===== config.mk =====
export PLATFORM = sky130hd
export DESIGN_NAME = imm_arbiter
export DESIGN_NICKNAME = d
export VERILOG_FILES = /design/src/rtl/imm_arbiter.sv
export SDC_FILE = /design/constraint.sdc
export NUM_CORES = 1
export LEC_CHECK = 0
export ABC_AREA = 1
export BUFFER_PORTS_ARGS = -buffer_cell sky130_fd_sc_hd__buf_4
export CORE_ASPECT_RATIO = 0.75
export CORE_MARGIN = 1.5
export CORE_UTILIZATION = 45
export DETAILED_ROUTE_END_ITERATION = 6
export GPL_TIMING_DRIVEN = 1
export PLACE_DENSITY = 0.84
export SKIP_CTS_REPAIR_TIMING = 1
export SYNTH_ARGS = -nofsm -noshare
export SYNTH_HDL_FRONTEND = slang
export SYNTH_SLANG_ARGS = --single-unit

===== constraint.sdc =====
create_clock -name clk -period 3.45 [get_ports clk]
set_input_delay 0.345 -clock clk [delete_from_list [all_inputs] [get_ports clk]]
set_output_delay 0.345 -clock clk [all_outputs]
set_load 0.05 [all_outputs]

===== src/rtl/imm_arbiter.sv =====
// Two-requester round-robin arbiter feeding one shared RV32I immediate generator.
// The decoded immediate, format code and owner id are held in a one-entry response slot.
module imm_arbiter #(
    parameter int PRIO_INIT = 0
) (
    input  logic        clk,
    input  logic        reset,
    input  logic        req0_valid,
    input  logic [31:0] req0_inst,
    output logic        req0_ready,
    input  logic        req1_valid,
    input  logic [31:0] req1_inst,
    output logic        req1_ready,
    output logic        rsp_valid,
    input  logic        rsp_ready,
    output logic [31:0] rsp_imm,
    output logic        rsp_id,
    output logic [2:0]  rsp_fmt
);

    localparam logic [2:0] FMT_I    = 3'd0;
    localparam logic [2:0] FMT_JALR = 3'd1;
    localparam logic [2:0] FMT_S    = 3'd2;
    localparam logic [2:0] FMT_U    = 3'd3;
    localparam logic [2:0] FMT_UJ   = 3'd4;
    localparam logic [2:0] FMT_SB   = 3'd5;
    localparam logic [2:0] FMT_UNK  = 3'd6;

    localparam logic PRIO_RST = (PRIO_INIT != 0);

    typedef enum logic {
        ST_EMPTY = 1'b0,
        ST_FULL  = 1'b1
    } state_t;

    state_t             r_state;
    state_t             w_state_nxt;
    logic               r_prio;
    logic signed [31:0] r_imm_p1;
    logic [2:0]         r_fmt_p1;
    logic               r_id_p1;

    logic               w_slot_free;
    logic               w_gnt0;
    logic               w_gnt1;
    logic               w_gnt;
    logic [31:0]        w_inst;
    logic [2:0]         w_fmt;
    logic signed [31:0] w_imm;

    function automatic logic [2:0] fmt_decode(input logic [31:0] inst);
        logic [2:0] f;
        case ({inst[6:5], inst[3:2]})
            4'b0000:          f = FMT_I;
            4'b1101:          f = FMT_JALR;
            4'b0100:          f = FMT_S;
            4'b0101, 4'b0001: f = FMT_U;
            4'b1111:          f = FMT_UJ;
            4'b1100:          f = FMT_SB;
            default:          f = FMT_UNK;
        endcase
        return f;
    endfunction

    // Unrecognised keys fall through to the I-type layout.
    function automatic logic signed [31:0] imm_gen(input logic [31:0] inst, input logic [2:0] fmt);
        logic signed [31:0] imm;
        case (fmt)
            FMT_JALR: imm = {{21{inst[31]}}, inst[30:21], 1'b0};
            FMT_S:    imm = {{21{inst[31]}}, inst[30:25], inst[11:7]};
            FMT_U:    imm = {inst[31:12], 12'b0};
            FMT_UJ:   imm = {{12{inst[31]}}, inst[19:12], inst[20], inst[30:21], 1'b0};
            FMT_SB:   imm = {{20{inst[31]}}, inst[7], inst[30:25], inst[11:8], 1'b0};
            default:  imm = {{21{inst[31]}}, inst[30:20]};
        endcase
        return imm;
    endfunction

    // Slot accepts when empty or being drained this cycle; never during reset.
    assign w_slot_free = !reset && ((r_state == ST_EMPTY) || rsp_ready);
    assign w_gnt0      = w_slot_free && req0_valid && (!req1_valid || (r_prio == 1'b0));
    assign w_gnt1      = w_slot_free && req1_valid && (!req0_valid || (r_prio == 1'b1));
    assign w_gnt       = w_gnt0 || w_gnt1;

    assign w_inst = w_gnt1 ? req1_inst : req0_inst;
    assign w_fmt  = fmt_decode(w_inst);
    assign w_imm  = imm_gen(w_inst, w_fmt);

    always_ff @(posedge clk) begin
        if (reset) begin
            r_state <= ST_EMPTY;
        end else begin
            r_state <= w_state_nxt;
        end
    end

    always_comb begin
        w_state_nxt = r_state;
        case (r_state)
            ST_EMPTY: if (w_gnt) w_state_nxt = ST_FULL;
            ST_FULL:  if (rsp_ready && !w_gnt) w_state_nxt = ST_EMPTY;
            default:  w_state_nxt = ST_EMPTY;
        endcase
    end

    always_comb begin
        req0_ready = w_gnt0;
        req1_ready = w_gnt1;
        rsp_valid  = (r_state == ST_FULL);
    end

    // Priority passes to the requester that was not just served.
    always_ff @(posedge clk) begin
        if (reset) begin
            r_prio <= PRIO_RST;
        end else if (w_gnt) begin
            r_prio <= w_gnt0;
        end
    end

    // ---- stage p1: response slot ----
    always_ff @(posedge clk) begin
        if (reset) begin
            r_imm_p1 <= '0;
            r_fmt_p1 <= '0;
            r_id_p1  <= 1'b0;
        end else if (w_gnt) begin
            r_imm_p1 <= w_imm;
            r_fmt_p1 <= w_fmt;
            r_id_p1  <= w_gnt1;
        end
    end

    assign rsp_imm = r_imm_p1;
    assign rsp_fmt = r_fmt_p1;
    assign rsp_id  = r_id_p1;

endmodule


==> flow_metrics.env <==
export IMPL_status="finished, final reports clean"
export IMPL_ys_types=34
export IMPL_clk_path_buf_depth=2
export IMPL_maxCapViolations=0
export IMPL_cts_clk_slew_worst_paths_ps=80
export IMPL_use_met2_pct=41.6
export IMPL_dpl_cell_area_mm2=0.00325
export IMPL_max_freq_ghz=0.345
export IMPL_clkPwrFrac_pct=22.3
export IMPL_synth_ff_type="dfxtp_1"
export IMPL_grt_pass1_wl_um=11100
export IMPL_synth_top_cell_by_area="dfxtp_1"
export IMPL_cts_sinks=38
export IMPL_cp_max_fo=13
export IMPL_numPortBuffers=101
export IMPL_synthArstFlopShare_pct=0
export IMPL_syn_nets=443
export IMPL_die_y_um=67.1
export IMPL_root_buffer="clkbuf_8"
export IMPL_cts_buffers=5
export IMPL_worstHoldPathType="input pin to flip-flop"
export IMPL_rsz0062_at_grt="no"
export IMPL_grt_use_total_pct=24.5
export IMPL_maxSlewViolCount=0
export IMPL_num_antenna_cells=0
export IMPL_grt_max_degree=32
export IMPL_initial_core_util_pct=46.5
export IMPL_wirelength_um=6850
export IMPL_min_period_over_period_pct=83.9
export IMPL_vdd_ir_drop_max_v=0.000244
export IMPL_cts_tree="built"
export IMPL_die_w_um=88.4
export IMPL_clock_latency_ps=300
export IMPL_swShare_pct=41.7
export IMPL_htree_num_levels=2
export IMPL_hold_viol=0
export IMPL_cp_start_kind="flip-flop"
export IMPL_netlist_area_mm2=0.00246
export IMPL_pwr_share_comb_pct=43.1
export IMPL_antenna_found_initial=0
export IMPL_first_global_vias=2484
export IMPL_dp_cells=536
export IMPL_synth_most_common_cell="nand2_1"
export IMPL_drive_gt1_share_pct=35.8
export IMPL_synth_cells=373
export IMPL_ys_warn_count=0
export IMPL_die_area_mm2=0.00593
export IMPL_worstSetupPathType="flip-flop to flip-flop"
export IMPL_met1_usage_pct=31.2
export IMPL_leakagePower_nw=1.81
export IMPL_floorplan_rows=23
export IMPL_synth_commonest_cells="nand2_1, nand3_1, dfxtp_1, inv_1, o21ai_0"
export IMPL_ys_seq_elements=38
export IMPL_finalSetupViolations=0
export IMPL_internal_power_w=0.000864
export IMPL_design_core_area_mm2=0.00530
export IMPL_io_pin_count=108
export IMPL_crit_path_end_kind="flip-flop"
export IMPL_wl_per_cell_um=12.6
export IMPL_p_sw_w=0.000618
export IMPL_yosysSeqAreaShare_pct=30.9
export IMPL_first_pass_iters=4
export IMPL_grt_ovfl_total=0
export IMPL_slew_headroom_pct=42.7
export IMPL_rrSetupSlack_ps=560
export IMPL_clock_skew_ps=6.09
export IMPL_synth_edf_count=0
export IMPL_area_growth_pct=35.8
export IMPL_crit_required_ps=3630
export IMPL_synthTopCellsByArea="dfxtp_1, nand2_1, nand3_1, inv_1, o21ai_0"
export IMPL_fin_hold_ws_ps=297
export IMPL_grt_busiest_layer="met2"
export IMPL_synth_area_per_cell_um2=6.60
export IMPL_drt_initial_drc_count=166
export IMPL_met3_usage_pct=5.70
export IMPL_instances_no_fill=544
export IMPL_cellPowerDensity_mw_per_mm2=443
export IMPL_fin_tns_setup_ps=0
export IMPL_seqPwrFrac_pct=34.6
export IMPL_gp_congestion=0.827
export IMPL_drc=0
export IMPL_worstMarginPinSlew_ps=859
export IMPL_stdcell_area_mm2=0.00334
export IMPL_final_nets=538
export IMPL_arrival_ps=3080
export IMPL_synth_top_area_share_pct=30.9
export IMPL_hpwl_um=5240
export IMPL_ant_nets=0
export IMPL_vias=2744
export IMPL_viasPerCell=5.04
export IMPL_layout_min_cycle_time_ps=2890
==> layout by cell type (no fill, tap or decap), types with 2 or more instances in the layout <==
cell type	count
nand3b_1	3
nand2_1	115
nor2_1	10
mux2i_1	6
nand2_4	2
dfxtp_1	38
nor2_2	2
nand3_1	48
clkbuf_8	6
or2_2	12
inv_2	8
o21ai_0	19
or2_1	5
a21oi_2	10
a21oi_4	2
a21oi_1	17
inv_1	28
buf_4	106
nand4_1	3
o21ai_2	3
nand2_2	13
==> final cells by class <==
class                      count  area (um2)
clock buffer                   6        82.6
clock inverter                 2        12.5
fill                         477        1950
inverter                      36         135
multi-input combinational    281        1460
sequential                    38         761
tap                           75        93.8
timing repair buffer         106         796
==> layer usage <==
layer | part of all wire (%) | vias to the layer above
met3 | 7.8 | 10
met4 | 1.2 | 0
met2 | 48 | 85
li1 | - | 1390
met1 | 43 | 1259
met5 | 0 | -
==> worst max-delay path: stages, from the launching register on <==
cell,delay [ps]
dfxtp_1,330
inv_1,70
a21oi_4,270
nand3_1,130
nand2_2,150
nand2_2,80
a21oi_1,290
inv_2,100
ha_1,420
nor2_8,80
inv_2,180
o21ai_2,80
inv_2,170
o21ai_2,80
inv_2,230
a21oi_1,110
==> final timing paths <==
| kind | from | end | depth (start not counted) |
|---|---|---|---|
| min | reset | rsp_imm[6] | 2 |
| max reg2reg | r_prio | rsp_imm[30] | 15 |
| max | r_prio | rsp_imm[30] | 15 |
| min reg2reg | rsp_imm[9] | rsp_imm[9] | 2 |
==> state kept, by name (all words and copies together), names as in the netlist <==
| register | cells |
|---|---|
| rsp_imm | 32 |
| rsp_fmt | 3 |
| rsp_valid | 1 |
| r_prio | 1 |
| rsp_id | 1 |
==> kinds of logic after synthesis <==
| family | count (synthesis) | synth area share (%) |
|---|---|---|
| compound gates | 57 | 15.0 |
| fa+ha+maj | 1 | 0.508 |
| buf+inv | 54 | 9.65 |
| flops | 38 | 30.9 |
| mux | 6 | 2.44 |
| simple gates | 217 | 41.5 |
==> power groups by stage <==
| stage | Clock, W | Combinational [W] | Sequential (W) |
|---|---|---|---|
| floorplan | 0 | 0.000286 | 0.000683 |
| global placement | 0 | 0.000621 | 0.000521 |
| detailed placement | 0 | 0.000636 | 0.000522 |
| CTS | 0.000335 | 0.000637 | 0.000513 |
| global route | 0.000359 | 0.000691 | 0.000518 |
| finish | 0.000330 | 0.000639 | 0.000513 |
==> metrics by stage <==
step	util (%)	power, W	setup slack, ps
floorplan	-	0.000969	712
global placement	61.4	0.00114	533
detailed placement	61.4	0.00116	463
CTS	63.2	0.00149	568
global route	63.2	0.00157	298
finish	63.2	0.00148	555
(Power assumes the default switching activity.)
